==> src/rtl/dfp_pkg.sv <==
// Shared definitions for the decimal floating-point add path:
// digit counts, digit width and the significand adder state encoding.
package dfp_pkg;

  localparam int SIG_DIGITS = 7;
  localparam int GRS_DIGITS = 3;
  localparam int EXT_DIGITS = SIG_DIGITS + GRS_DIGITS;
  localparam int DIGIT_W    = 4;
  localparam int CNT_W      = 4;

  typedef enum logic [1:0] {
    IDLE   = 2'd0,
    ADD    = 2'd1,
    RECOMP = 2'd2,
    DONE   = 2'd3
  } state_t;

endpackage

==> src/rtl/bcd_digit_add.sv <==
// Single BCD digit adder: s = a + b + cin with decimal correction.
// Inputs are plain 4-bit nibbles; non-BCD nibbles simply wrap.
module bcd_digit_add (
  input  logic [3:0] a,
  input  logic [3:0] b,
  input  logic       cin,
  output logic [3:0] s,
  output logic       cout
);

  logic [4:0] bin_sum;
  logic [4:0] adj_sum;

  // Binary sum, then +6 correction whenever it leaves the 0..9 range
  always_comb begin
    bin_sum = {1'b0, a} + {1'b0, b} + {4'd0, cin};
    adj_sum = bin_sum + 5'd6;
    if (bin_sum > 5'd9) begin
      s    = adj_sum[3:0];
      cout = 1'b1;
    end else begin
      s    = bin_sum[3:0];
      cout = 1'b0;
    end
  end

endmodule

==> src/rtl/decimal_sig_addsub.sv <==
// Digit-serial BCD significand adder/subtractor (LSD first, 10 digits).
// Subtraction is A + 9's(B) + 1; a missing final carry means B > A and the
// result is re-complemented serially to return a magnitude.
// Optional build macro: DSA_BCD_CHECK_EN (flags non-BCD operand digits).
module decimal_sig_addsub #(
  parameter int SIG_DIGITS = dfp_pkg::SIG_DIGITS,
  parameter int GRS_DIGITS = dfp_pkg::GRS_DIGITS
) (
  input  logic                      clk,
  input  logic                      rst,
  input  logic                      in_valid,
  output logic                      in_ready,
  input  logic [SIG_DIGITS*4-1:0]   M1_norm,
  input  logic [SIG_DIGITS*4-1:0]   M2_norm,
  input  logic [GRS_DIGITS*4-1:0]   GRS_bits,
  input  logic                      Greater,
  input  logic                      op_sub,
  output logic                      out_valid,
  input  logic                      out_ready,
  output logic                      res_carry,
  output logic [SIG_DIGITS*4-1:0]   res_sig,
  output logic [GRS_DIGITS*4-1:0]   res_grs,
  output logic                      res_neg,
  output logic                      res_zero,
  output logic                      res_invalid
);
  import dfp_pkg::*;

  localparam int EXT_W = (SIG_DIGITS + GRS_DIGITS) * DIGIT_W;
  localparam int GRS_W = GRS_DIGITS * DIGIT_W;
  localparam logic [CNT_W-1:0] LAST = CNT_W'(SIG_DIGITS + GRS_DIGITS - 1);

  state_t             state_q;
  logic [CNT_W-1:0]   cnt_q;
  logic               carry_q;
  logic               op_sub_q;
  logic [EXT_W-1:0]   a_q;
  logic [EXT_W-1:0]   b_q;
  logic [EXT_W-1:0]   res_q;
  logic               res_carry_q;
  logic               res_neg_q;
  logic               res_zero_q;
  logic               out_valid_q;
  logic               in_ready_q;

  logic [3:0]         add_a;
  logic [3:0]         add_b;
  logic [3:0]         add_s;
  logic               add_cout;
  logic [EXT_W-1:0]   res_nxt;

  function automatic logic [3:0] nines(input logic [3:0] d);
    return 4'd9 - d;
  endfunction

  // Digit operand select: ADD consumes A/B low digits, RECOMP complements the result digit
  always_comb begin
    add_a = a_q[3:0];
    add_b = op_sub_q ? nines(b_q[3:0]) : b_q[3:0];
    if (state_q == RECOMP) begin
      add_a = nines(res_q[3:0]);
      add_b = 4'd0;
    end
    res_nxt = {add_s, res_q[EXT_W-1:DIGIT_W]};
  end

  bcd_digit_add u_digit (
    .a    (add_a),
    .b    (add_b),
    .cin  (carry_q),
    .s    (add_s),
    .cout (add_cout)
  );

`ifdef DSA_BCD_CHECK_EN
  logic bcd_err_q;
  assign res_invalid = bcd_err_q & out_valid_q;
`else
  assign res_invalid = 1'b0;
`endif

  // Control FSM plus serial datapath: operands and result shift one digit per cycle
  always_ff @(posedge clk or posedge rst) begin
    if (rst) begin
      state_q     <= IDLE;
      cnt_q       <= '0;
      carry_q     <= 1'b0;
      op_sub_q    <= 1'b0;
      a_q         <= '0;
      b_q         <= '0;
      res_q       <= '0;
      res_carry_q <= 1'b0;
      res_neg_q   <= 1'b0;
      res_zero_q  <= 1'b0;
      out_valid_q <= 1'b0;
      in_ready_q  <= 1'b1;
`ifdef DSA_BCD_CHECK_EN
      bcd_err_q   <= 1'b0;
`endif
    end else begin
      case (state_q)
        IDLE: begin
          if (in_valid) begin
            a_q         <= Greater ? {M1_norm, {GRS_W{1'b0}}} : {M1_norm, GRS_bits};
            b_q         <= Greater ? {M2_norm, GRS_bits} : {M2_norm, {GRS_W{1'b0}}};
            op_sub_q    <= op_sub;
            carry_q     <= op_sub;
            cnt_q       <= '0;
            res_carry_q <= 1'b0;
            res_neg_q   <= 1'b0;
            res_zero_q  <= 1'b0;
            in_ready_q  <= 1'b0;
            state_q     <= ADD;
`ifdef DSA_BCD_CHECK_EN
            bcd_err_q   <= 1'b0;
`endif
          end
        end
        ADD: begin
          res_q   <= res_nxt;
          a_q     <= {4'd0, a_q[EXT_W-1:DIGIT_W]};
          b_q     <= {4'd0, b_q[EXT_W-1:DIGIT_W]};
          carry_q <= add_cout;
          cnt_q   <= cnt_q + CNT_W'(1);
`ifdef DSA_BCD_CHECK_EN
          if (a_q[3:0] > 4'd9 || b_q[3:0] > 4'd9) bcd_err_q <= 1'b1;
`endif
          if (cnt_q == LAST) begin
            if (!op_sub_q || add_cout) begin
              res_carry_q <= op_sub_q ? 1'b0 : add_cout;
              res_zero_q  <= (res_nxt == '0);
              out_valid_q <= 1'b1;
              state_q     <= DONE;
            end else begin
              res_neg_q <= 1'b1;
              cnt_q     <= '0;
              carry_q   <= 1'b1;
              state_q   <= RECOMP;
            end
          end
        end
        RECOMP: begin
          res_q   <= res_nxt;
          carry_q <= add_cout;
          cnt_q   <= cnt_q + CNT_W'(1);
          if (cnt_q == LAST) begin
            res_zero_q  <= (res_nxt == '0);
            out_valid_q <= 1'b1;
            state_q     <= DONE;
          end
        end
        DONE: begin
          if (out_ready) begin
            out_valid_q <= 1'b0;
            in_ready_q  <= 1'b1;
            state_q     <= IDLE;
          end
        end
        default: state_q <= IDLE;
      endcase
    end
  end

  assign in_ready  = in_ready_q;
  assign out_valid = out_valid_q;
  assign res_carry = res_carry_q;
  assign res_sig   = res_q[EXT_W-1:GRS_W];
  assign res_grs   = res_q[GRS_W-1:0];
  assign res_neg   = res_neg_q;
  assign res_zero  = res_zero_q;

endmodule

==> config.mk <==
export PLATFORM = sky130hd
export DESIGN_NAME = decimal_sig_addsub
export DESIGN_NICKNAME = d
export VERILOG_FILES = /design/src/rtl/dfp_pkg.sv /design/src/rtl/bcd_digit_add.sv /design/src/rtl/decimal_sig_addsub.sv
export SDC_FILE = /design/constraint.sdc
export NUM_CORES = 1
export LEC_CHECK = 0
export ABC_AREA = 0
export CAP_MARGIN = 5
export CORE_MARGIN = 8
export CORE_UTILIZATION = 47
export CTS_CLUSTER_SIZE = 40
export DETAILED_ROUTE_END_ITERATION = 8
export MAX_ROUTING_LAYER = met4
export PLACE_DENSITY_LB_ADDON = 0.12
export SETUP_SLACK_MARGIN = 0.5
export SLEW_MARGIN = 20
export SYNTH_ARGS = -nofsm -noshare
export SYNTH_HDL_FRONTEND = slang
export SYNTH_HIERARCHICAL = 1
export SYNTH_SLANG_ARGS = --single-unit
==> constraint.sdc <==
create_clock -name clk -period 4.3 [get_ports clk]
set_input_delay 0.43 -clock clk [delete_from_list [all_inputs] [get_ports clk]]
set_output_delay 0.43 -clock clk [all_outputs]
set_load 0.01 [all_outputs]
# After elaboration in Yosys (flattened, before gate mapping)
# Cells that the tools add are included.
# totals
reg_bits,133
in_bits,74
out_inout_bits,46
word_cells,91
# classes
add_sub_neg,6
order_cmp,1
n_eq_ne,10
muxes,44
n_reduce_logical,18
# op_table
operator,count
40-bit case mux with 2 select lines,2
40-bit two-way mux,2
40-bit zero test,1
4-bit two-way mux,7
12-bit two-way mux,2
1-bit two-way mux,19
4-bit case mux with 3 select lines,1
4-bit AND reduction,3
"2-bit inequality test, second input constant",5
5-bit AND reduction,2
1-bit case mux with 3 select lines,3
2-bit two-way mux,4
2-bit case mux with 4 select lines,1
"4-bit subtractor, first input constant",2
1-bit case mux with 2 select lines,3
2-bit AND reduction,3
3-bit nonzero test,2
4-bit by 4-bit adder with 5-bit output,1
5-bit by 1-bit adder with 5-bit output,1
"5-bit by 4-bit > comparator with 1-bit output, second input constant",1
"4-bit by 1-bit adder with 4-bit output, second input constant",1
"4-bit by 3-bit adder with 4-bit output, second input constant",1
"2-bit equality test, second input constant",2
"4-bit equality test, second input constant",1
other kinds (8),9

# Depth between registers and ports, before layout
# Gate-level depths: netlist of run 1.
# logic_depth
depth_word,11
mapped_depth,15
ltp_nobuf,14

# Hierarchy
# Netlist of run 1, hierarchy kept.
# by_module_without_submodules
mod,instances,cells_per_inst,area_per_inst_um2,seq_area_each_um2
decimal_sig_addsub,1,561,6183.4,3329.4
bcd_digit_add,1,22,211.5,0.0

# Least setup slack after synthesis of run 1
# No wires, ideal clock.
# synth_path
path_type,register to register
startpoint,register state_q[0]
endpoint,"register res_zero_q, in the netlist res_zero"
setup_time_ps,110
t_arrival_ps,3899
required_ps,4190
path_slack_ps,291
path_stages_with_launch,16
path_buffers,1
period_less_slack_ps,4009
cell_sequence,dfrtp_1 -> inv_1 -> ha_1 -> buf_1 -> mux2i_1 -> fa_1 -> fa_1 -> xnor2_1 -> ha_1 -> a31o_1 -> o31ai_4 -> mux2i_1 -> nor4b_1 -> and4_1 -> nand4_1 -> o41ai_1
# synth_between
elab_cells_between_ends,23
classes_between,add/sub (3); order compare (1); eq/ne (6); mux (8); reduce/logical (5)
# synth_lines
element,line,text
start: declaration,decimal_sig_addsub.sv:33,state_t state_q;
start signal: assignment,decimal_sig_addsub.sv:85,state_q <= IDLE;
start signal: assignment,decimal_sig_addsub.sv:113,state_q <= ADD;
start signal: assignment,decimal_sig_addsub.sv:133,state_q <= DONE;
2-bit equality test,decimal_sig_addsub.sv:60,if (state_q == RECOMP) begin
4-bit two-way mux,decimal_sig_addsub.sv:60,
named net add_a[0],decimal_sig_addsub.sv:46,logic [3:0] add_a;
4-bit by 4-bit adder with 5-bit output,bcd_digit_add.sv:16,"bin_sum = {1'b0, a} + {1'b0, b} + {4'd0, cin};"
5-bit by 1-bit adder with 5-bit output,bcd_digit_add.sv:16,
5-bit by 4-bit > comparator with 1-bit output,bcd_digit_add.sv:18,if (bin_sum > 5'd9) begin
1-bit two-way mux,bcd_digit_add.sv:18,
named net add_cout,decimal_sig_addsub.sv:49,logic add_cout;
1-bit logical OR,decimal_sig_addsub.sv:129,if (!op_sub_q || add_cout) begin
2-bit inequality test (no source line),-,
5-bit AND reduction (no source line),-,
end signal: assignment,decimal_sig_addsub.sv:131,res_zero_q <= (res_nxt == '0);
end signal: assignment,decimal_sig_addsub.sv:147,res_zero_q <= (res_nxt == '0);
end: declaration,decimal_sig_addsub.sv:42,logic res_zero_q;
# The timed path passes the listed nets, and every way through them passes these cells. The select of a mux whose other input is x is not followed.
# A chain may end at the register's enable or synchronous reset.

# Worst setup path after layout of run 1
# Same ends and word-level chain as after synthesis.

==> results of run 1 <==
layout make-up:
cell class	count	area [um^2]
timing repair buffer	129	1292
fill	1086	4798
clock inverter	11	132.6
sequential	133	3333
inverter	18	76.32
multi-input combinational	392	2939
clock buffer	21	450.4
tap	176	220.2
where the power goes:
part	internal [W]	total (W)	switching, W
Clock	0.000918	0.00143	0.000514
Combinational	0.00218	0.00442	0.00223
Sequential	0.00188	0.00233	0.000458
registers in the layout, indices dropped and copies added (netlist names):
name and count:
res_neg 1, a_q 40, out_valid 1, res_q 40, res_zero 1, carry_q 1
res_carry 1, b_q 40, cnt_q 4, state_q 2, in_ready 1, op_sub_q 1
per-layer routing:
metal | up-vias | share of wire [%] | global-route usage (%)
met5 | - | 0 | -
met3 | 9 | 3.6 | 4.958
li1 | 2290 | - | -
met1 | 2341 | 47 | 23.36
met4 | 0 | 0.82 | 4.921
met2 | 105 | 49 | 27.95
cell usage in the layout (no fill, tap or decap), types with 2 or more instances in the layout:
| master | n |
|---|---|
| a22o_1 | 5 |
| inv_4 | 2 |
| mux2i_1 | 51 |
| nor3_1 | 3 |
| nand3b_1 | 2 |
| nor2_1 | 11 |
| mux2_2 | 41 |
| a21oi_1 | 13 |
| nor4_1 | 9 |
| clkinv_2 | 7 |
| clkbuf_1 | 3 |
| buf_4 | 8 |
| o21ai_1 | 7 |
| clkbuf_16 | 17 |
| a22oi_1 | 19 |
| o21ai_0 | 71 |
| xnor2_1 | 2 |
| ha_4 | 3 |
| inv_1 | 15 |
| a21oi_2 | 3 |
| nand2_1 | 85 |
| dfrtp_1 | 129 |
| nand3_1 | 3 |
| o31ai_1 | 4 |
| o21bai_1 | 3 |
| clkdlybuf4s50_1 | 118 |
| a21o_1 | 4 |
| fa_2 | 2 |
| dfrtp_2 | 3 |
| ha_1 | 11 |
| a32o_1 | 3 |
| buf_12 | 2 |
| a221oi_2 | 3 |
| bufinv_16 | 3 |
| nor2b_1 | 3 |
| clkinvlp_4 | 2 |
metrics by stage:
stage	instances	worst slack, ns
floorplan	583	0.4422
global placement	843	0.3730
detailed placement	843	0.06118
CTS	876	0.5001
global route	880	0.4586
finish	880	0.6319
cells by family (layout without fill, tap and decap cells):
logic type               count (synthesis)  after routing  synth area share, %
AO/OA/AOI/OAI                          146            146                14.79
flip-flops                             133            133                52.06
AND/OR/NAND/NOR                        130            130                9.255
multiplexers                            94             94                15.54
buffers and inverters                   58            179                4.246
adder cells (fa/ha/maj)                 16             16                3.365
XOR/XNOR                                 5              5               0.6848
other                                    1              1              0.05864
Yosys cell counts (all sizes together) (9+ instances only):
master and n:
dfrtp 132, nand2 85, o21ai 78, mux2i 52, mux2 42, buf 26, a22oi 19, inv 18
a21oi 16, clkbuf 14, ha 14, nor2 11, nor4 9
final timing paths:
check | slack, ns | endpoint | startpoint | cells after the start
worst max-delay path | 0.63 | res_zero | state_q[0] | 14
worst max register to register | 0.63 | res_zero | state_q[0] | 14
worst min register to register | 0.47 | b_q[23] | b_q[23] | 2
min in group asynchronous | 0.57 | a_q[13] | rst | 3
worst min-delay path | 0.47 | b_q[23] | b_q[23] | 2
max in group asynchronous | 3.16 | state_q[0] | rst | 3
critical path, cell delays in order, from the launching register on:
cell and delay (ns):
dfrtp_2 0.44, inv_4 0.10, ha_4 0.17, buf_6 0.12
mux2_2 0.34, ha_1 0.40, xnor2_4 0.21, ha_4 0.20
a31o_4 0.23, o31ai_4 0.35, mux2i_2 0.14, nor4b_2 0.28
and4_1 0.22, nand4_1 0.14, o41ai_2 0.25
repair_timing:
item                                    CTS  global route
endpoints found under the setup margin    7             6
cloned                                    0             0
gates resized for setup                  10            19
pin swaps                                 1             7
buffers inserted                          1             4
==> out/metrics.csv, run 1 <==
stage,metric,value,unit
run_status,status,"finished, final reports clean",
flow_run,max_cap viols,0,
die,initial cell density of the core,48.29,%
detailed_routing,First DRT Iteration DRCs,369,
place,DP Area,0.007681,mm^2
layout,Area Overhead vs Synth,32.05,%
synthesis,Mapped Avg Cell Area,10.97,um^2
clock_network,Clock Path Buffers,2,
die,row count,42,
pwr,leakage power,3.606,nW
layout,fraction of layout cells with a size suffix above 1,16.76,%
detailed_routing,ANT nets after route,0,
timing,Fin. Hold Viols,0,
layout,final core utilization,63.77,%
die,DIE AREA,0.01759,mm^2
synthesis,Post-Syn Nets,673,
global_routing,antenna violations before repair,0,
layout,final instance area,0.008444,mm^2
synthesis,synth warn,6,
detailed_routing,WL per Instance,17.43,um
die,Die H,132.6,um
place,dpl hpwl,10.43,mm
detailed_routing,DR pass1 iterations,6,
synthesis,async set or reset register ratio after synthesis,100.0,%
critical_path,CP Capture Type,flip-flop,
synthesis,register bit total from synthesis,133,
detailed_routing,# DRC,0,
synthesis,"Seq/Total Area, Yosys",52.06,%
synthesis,cell taking the most area after synthesis,dfrtp_1,
place,port bufs,118,
die,chip width,132.6,um
clock_network,CTS tree,built,
detailed_routing,Via-to-Cell Ratio,5.392,
global_routing,largest net degree at the start of global routing,134,
synthesis,largest cells by area after synthesis,"dfrtp_1 52%, mux2i_1 8.1%, mux2_2 7.4%",
pwr,pwr dens,968.8,mW/mm^2
timing,top achievable clock speed,0.2726,GHz
timing,Worst Skew,0.01044,ns
pwr,Peak VDD IR,0.5397,mV
clock_network,"Clk pin slew, worst setup/hold paths",0.05,ns
pwr,total power,0.008181,W
critical_path,WS Path Type,reg2reg,
timing,setup TNS,0,ns
timing,fin. max-slew vios,0,
timing,final setup vio count,0,
critical_path,Max Fanout on Critical Path,6,
timing,Final Critical Period,3.668,ns
synthesis,Post-synth EDFFs,0,
global_routing,vias in the first global route,4972,
clock_network,H-tree depth,4,
place,RePlAce Congestion,0.8045,
clock_network,CTS Sinks,133,
clock_network,Clock Latency Late Sink,0.42,ns
synthesis,Yosys top cell area share,51.65,%
hold_path,HP Class,reg2reg,
synthesis,Post-Syn Area,0.006395,mm^2
synthesis,Main synth FF type,dfrtp_1,
detailed_routing,via count,4745,
timing,"Period Utilization, post-route",85.30,%
synthesis,Yosys cell types,57,
layout,number of nets in the layout,781,
clock_network,hold-fix buffers at CTS,0,
timing,Worst-Margin Slew,0.9345,ns
critical_path,Worst EP arrival,3.98,ns
global_routing,Total GRT Usage,18.23,%
global_routing,first-pass GRT wire length,25.41,mm
clock_network,CTS Root Buffer Type,clkbuf_16,
critical_path,critical path launch point type,flip-flop,
timing,slew margin rel.,37.70,%
die,CORE AREA,0.01324,mm^2
detailed_routing,final wirelength,15.34,mm
global_routing,grt total ovfl,0,
synthesis,Syn Inst Count,583,
clock_network,Num CTS Buffers,17,
die,I/O pin count,120,
critical_path,Crit path required time,4.61,ns
layout,diodes inserted,0,
timing,RSZ-0062 raised after global routing,yes,
timing,WHS,0.4743,ns
Note: power is estimated with default switching activity, not from simulation.
==> inputs of run 2 (changes only) <==
--- a/config.mk
+++ b/config.mk
@@ -13,5 +13,6 @@
 export DETAILED_ROUTE_END_ITERATION = 8
 export MAX_ROUTING_LAYER = met4
-export PLACE_DENSITY_LB_ADDON = 0.12
+export PLACE_DENSITY = 0.76
+export RECOVER_POWER = 50
 export SETUP_SLACK_MARGIN = 0.5
 export SLEW_MARGIN = 20
==> constraint.sdc (replaced) <==
create_clock -name clk -period 4.3 [get_ports clk]
set_input_delay 0.86 -clock clk [delete_from_list [all_inputs] [get_ports clk]]
set_output_delay 0.86 -clock clk [all_outputs]
set_load 0.01 [all_outputs]
==> run 2 against run 1 <==
The run now ends with capacitance limit, slew limit left. Hold slack about the same. Global-route usage down 1.2 points. Final cell count down 0.23%. Design area down 1.1%. Non-clock buffer count down 1. Routed wire length down 6.2%. Via count down 0.86%. Largest cell class unchanged. Largest power group unchanged.
==> out/metrics.csv, run 2 (synthesis gave the netlist of run 1 again) <==
stage,metric,value,unit
hold_path,Hold Startpoint,b_q[16],
clock_network,Clock Path Buffers,2,
clock_network,CTS Sinks,133,
detailed_routing,ANT nets after route,0,
layout,"commonest non-fill, non-tap cell in the layout",dfrtp_1,
place,dpl hpwl,10.18,mm
clock_network,"Clk pin slew, worst setup/hold paths",0.05,ns
detailed_routing,# DRC,0,
timing,Worst-Margin Slew,2.426,ns
critical_path,critical path launch point type,flip-flop,
critical_path,WS Path Type,reg2reg,
timing,final setup vio count,0,
critical_path,end of the worst register-to-register path,cnt_q[1],
critical_path,Crit path required time,4.61,ns
global_routing,first-pass GRT wire length,23.87,mm
pwr,Clk pwr share,17.6,%
die,row count,42,
die,I/O pin count,120,
detailed_routing,First DRT Iteration DRCs,197,
pwr,sequential power share,29.5,%
layout,Largest regs,"a_q (40), b_q (40), res_q (40)",
run_status,status,"complete, but fails checks",
global_routing,Total GRT Usage,17.03,%
die,CORE AREA,0.01324,mm^2
hold_path,HP Class,reg2reg,
die,initial cell density of the core,48.29,%
die,DIE AREA,0.01759,mm^2
global_routing,vias in the first global route,4942,
layout,number of nets in the layout,780,
flow_run,max_cap viols,2,
detailed_routing,Via-to-Cell Ratio,5.358,
clock_network,Clock Latency Late Sink,0.41,ns
pwr,Psw,0.003053,W
detailed_routing,DR pass1 iterations,4,
run_status,failing checks,"capacitance limit, slew limit",
die,chip width,132.6,um
place,port bufs,118,
critical_path,CP max-delay cell,fa_2,
die,Die H,132.6,um
critical_path,Buf/Inv on CP,3,
critical_path,"CP delay by family, top",adder cells,
critical_path,R2R depth,13,
timing,Fin. Hold Viols,0,
clock_network,CTS tree,built,
pwr,pwr dens,941.1,mW/mm^2
critical_path,r2r startpoint,state_q[1],
global_routing,grt total ovfl,0,
detailed_routing,WL per Instance,16.38,um
layout,Area Overhead vs Synth,30.54,%
clock_network,CTS Root Buffer Type,clkbuf_16,
critical_path,CP Capture Type,flip-flop,
timing,Final Critical Period,3.719,ns
clock_network,hold-fix buffers at CTS,0,
place,RePlAce Congestion,0.8112,
detailed_routing,final wirelength,14.38,mm
timing,top achievable clock speed,0.2689,GHz
layout,fraction of layout cells with a size suffix above 1,15.53,%
global_routing,largest net degree at the start of global routing,134,
timing,fin. max-slew vios,182,
timing,"Period Utilization, post-route",86.48,%
timing,Worst Skew,0.005957,ns
clock_network,Num CTS Buffers,17,
hold_path,Hold EP,b_q[16],
global_routing,antenna violations before repair,0,
critical_path,critical path's largest stage delay,0.54,ns
pwr,P_int,0.004803,W
hold_path,Hold Path Cell Cnt,2,
layout,"commonest non-fill, non-tap cells in the layout","131 x dfrtp_1, 116 x clkdlybuf4s50_1, 85 x nand2_1, 71 x o21ai_0, 52 x mux2i_1",
pwr,Combinational Power Share,52.9,%
timing,setup TNS,0,ns
pwr,leakage power,3.566,nW
detailed_routing,via count,4704,
critical_path,FF-to-FF setup slack,0.58,ns
timing,RSZ-0062 raised after global routing,yes,
critical_path,Worst EP arrival,4.03,ns
timing,slew margin rel.,-61.75,%
pwr,Sw Ratio,38.86,%
critical_path,crit-path cells,ha_4 -> mux2i_1 -> fa_2 -> fa_2 -> inv_1 -> ha_2 -> a31o_1 -> o31ai_4 -> buf_4 -> nand2b_2 -> o311ai_4 -> buf_4 -> o31ai_1,
critical_path,crit path launch,state_q[1],
critical_path,Max Fanout on Critical Path,6,
pwr,Peak VDD IR,0.6474,mV
layout,diodes inserted,0,
timing,WHS,0.4747,ns
clock_network,H-tree depth,4,
==> run 2: area by class of cell <==
| type | instances | area (um^2) |
|---|---|---|
| fill | 1075 | 4895 |
| sequential | 133 | 3331 |
| multi-input combinational | 392 | 2890 |
| clock inverter | 9 | 103.9 |
| inverter | 18 | 73.82 |
| timing repair buffer | 128 | 1265 |
| clock buffer | 22 | 464.2 |
| tap | 176 | 220.2 |
==> run 2: worst max-delay path by stage <==
stage | endpoint | slack [ns] | depth (start not counted)
global placement | res_zero | 0.36 | 14
finish | cnt_q[1] | 0.58 | 13
CTS | res_zero | 0.52 | 13
global route | res_zero | 0.32 | 7
detailed placement | res_zero | 0.09 | 14
floorplan | res_zero | 0.51 | 15
==> run 2: power by group through the flow <==
stage	registers, W	clock network (W)	logic [W]
after floorplan	0.00229	0	0.00277
after global placement	0.00230	0	0.00362
after detailed placement	0.00234	0	0.00378
after CTS	0.00232	0.00141	0.00393
after global routing	0.00239	0.00147	0.00455
final	0.00232	0.00139	0.00415
==> run 2: metal layers <==
metal	routed length [um]	vias to the layer above	GRT usage, %	share of wire, %
met5	0	-	-	0
met4	286	0	6.562	2.0
met3	661	22	4.542	4.6
met2	6897	125	26.85	48
met1	6536	2280	20.53	45
li1	-	2277	-	-
==> run 2: tightest hold or removal path, cell delays in order, from the launching register on <==
cell     delay, ns
dfrtp_1       0.34
nand2_1       0.05
o21ai_0       0.06
==> run 2: stage by stage <==
step / setup WS [ns] / util, % / std cells / instance area, um^2 / total power (W)
floorplan: 0.5108 / - / 583 / 6400 / 0.005062
global placement: 0.3626 / 57.95 / 842 / 7674 / 0.005920
detailed placement: 0.09273 / 57.95 / 842 / 7674 / 0.006119
CTS: 0.5238 / 62.71 / 876 / 8304 / 0.007662
global route: 0.3247 / 63.04 / 878 / 8348 / 0.008408
finish: 0.5812 / 63.04 / 878 / 8348 / 0.007856
==> run 2: repair_timing <==
item                                    CTS  global route
endpoints found under the setup margin    7             5
setup buffers                             3             2
gates resized for setup                  12             7
pin swaps                                 3             4
hold endpoints to repair                  0             0
==> inputs of run 3 (changes only) <==
CORE_MARGIN = 5   (was 8)
==> run 3 against run 2 <==
First-iteration DRC count increased by 23%. The flow still finishes with violations (capacitance limit, slew limit). Power decreased by 0.73%. Utilization decreased by 0.71 points. Global-route usage increased by 2.6 points. Critical endpoint is now res_zero. Flip-flop and latch count unchanged. Critical path type unchanged. Non-clock buffer count unchanged. Final cell count unchanged. Largest power group unchanged.
==> out/metrics.csv, run 3 (synthesis gave the netlist of run 1 again) <==
stage,metric,value,unit
run_status,status,"complete, but fails checks",
run_status,failing checks,"capacitance limit, slew limit",
place,dpl hpwl,10.36,mm
die,initial cell density of the core,48.10,%
clock_network,CTS tree,built,
clock_network,Clock Latency Late Sink,0.42,ns
global_routing,grt total ovfl,0,
detailed_routing,via count,4768,
critical_path,WS Path Type,reg2reg,
detailed_routing,DR pass1 iterations,4,
die,Die H,126.6,um
timing,Final Critical Period,3.654,ns
clock_network,hold-fix buffers at CTS,0,
pwr,P_int,0.004688,W
detailed_routing,# DRC,0,
clock_network,"Clk pin slew, worst setup/hold paths",0.06,ns
timing,Worst-Margin Slew,1.719,ns
detailed_routing,First DRT Iteration DRCs,243,
hold_path,HP Class,reg2reg,
timing,setup TNS,0,ns
critical_path,Worst EP arrival,3.96,ns
detailed_routing,Via-to-Cell Ratio,5.431,
detailed_routing,final wirelength,14.63,mm
layout,Largest regs,"a_q (40), b_q (40), res_q (40)",
global_routing,Total GRT Usage,19.63,%
die,row count,42,
layout,Area Overhead vs Synth,29.58,%
flow_run,max_cap viols,1,
critical_path,CP Capture Type,flip-flop,
layout,number of nets in the layout,780,
layout,"commonest non-fill, non-tap cell in the layout",dfrtp_1,
pwr,sequential power share,29.8,%
pwr,Combinational Power Share,54.2,%
critical_path,critical path launch point type,flip-flop,
layout,final core utilization,62.33,%
timing,Fin. Hold Viols,0,
place,port bufs,118,
detailed_routing,ANT nets after route,0,
die,I/O pin count,120,
global_routing,first-pass GRT wire length,24.80,mm
die,CORE AREA,0.01330,mm^2
global_routing,antenna violations before repair,0,
detailed_routing,WL per Instance,16.66,um
pwr,Psw,0.003111,W
pwr,pwr dens,941.1,mW/mm^2
pwr,Sw Ratio,39.89,%
critical_path,Crit path required time,4.61,ns
timing,slew margin rel.,-14.58,%
pwr,leakage power,3.534,nW
clock_network,Clock Path Buffers,2,
layout,fraction of layout cells with a size suffix above 1,15.81,%
timing,"Period Utilization, post-route",84.98,%
layout,diodes inserted,0,
critical_path,Max Fanout on Critical Path,6,
global_routing,vias in the first global route,5062,
clock_network,CTS Sinks,133,
timing,fin. max-slew vios,33,
pwr,Peak VDD IR,0.4217,mV
place,RePlAce Congestion,0.8438,
clock_network,H-tree depth,4,
clock_network,CTS Root Buffer Type,clkbuf_16,
timing,RSZ-0062 raised after global routing,no,
timing,Worst Skew,0.009677,ns
timing,final setup vio count,0,
die,chip width,126.6,um
die,DIE AREA,0.01604,mm^2
global_routing,largest net degree at the start of global routing,68,
clock_network,Num CTS Buffers,17,
pwr,total power,0.007798,W
pwr,Clk pwr share,16.0,%
timing,top achievable clock speed,0.2737,GHz
layout,"commonest non-fill, non-tap cells in the layout","131 x dfrtp_1, 116 x clkdlybuf4s50_1, 85 x nand2_1, 71 x o21ai_0, 51 x mux2i_1",
timing,WHS,0.4789,ns
==> run 3: worst max-delay path: stages (launching register included) <==
cell and delay (ns):
dfrtp_1 0.47, ha_4 0.22, mux2i_1 0.14, fa_2 0.37, fa_2 0.54, inv_2 0.07, ha_4 0.18, a31o_4 0.23
o31ai_4 0.29, xnor2_2 0.11, nor4_1 0.24, and4_1 0.24, nand4_1 0.13, o41ai_2 0.32
==> run 3: cell type report <==
type	count	area, um^2
clock buffer	21	440.4
clock inverter	10	61.31
fill	1038	5009
inverter	18	71.32
multi-input combinational	392	2904
sequential	133	3331
tap	176	220.2
timing repair buffer	128	1259
==> run 3: per-stage QoR <==
step	setup WS, ns	cells	instance area (um^2)
after floorplan	0.5108	583	6400
after global placement	0.4357	845	7696
after detailed placement	0.07512	845	7696
after CTS	0.5093	878	8243
after global routing	0.5288	878	8287
final	0.6459	878	8287
==> run 3: repair_timing <==
action | in CTS | in global routing
hold endpoints to repair | 0 | 0
setup buffers | 2 | 0
resized for setup | 9 | 13
pin swaps | 4 | 5
setup endpoints to repair | 7 | 6
==> run 3: worst paths after layout <==
check / start / end / slack, ns / cells after the start
max in group asynchronous: rst / b_q[13] / 1.31 / 3
min: b_q[8] / b_q[8] / 0.48 / 2
max: state_q[1] / res_zero / 0.65 / 13
min in group asynchronous: rst / a_q[34] / 0.99 / 2
max reg2reg: state_q[1] / res_zero / 0.65 / 13
min reg2reg: b_q[8] / b_q[8] / 0.48 / 2
==> run 3: routing by layer <==
layer / global-route usage, % / vias to the layer above / wire length, um
li1: - / 2281 / -
met1: 24.29 / 2338 / 6428
met2: 31.32 / 126 / 7176
met3: 4.288 / 23 / 764
met4: 8.202 / 0 / 258
met5: - / - / 0
==> run 3: power by group through the flow <==
stage | combinational (W) | clock [W] | sequential [W]
global placement | 0.00363 | 0 | 0.00230
global route | 0.00465 | 0.00133 | 0.00241
finish | 0.00422 | 0.00125 | 0.00233
detailed placement | 0.00380 | 0 | 0.00234
CTS | 0.00391 | 0.00127 | 0.00233
floorplan | 0.00277 | 0 | 0.00229
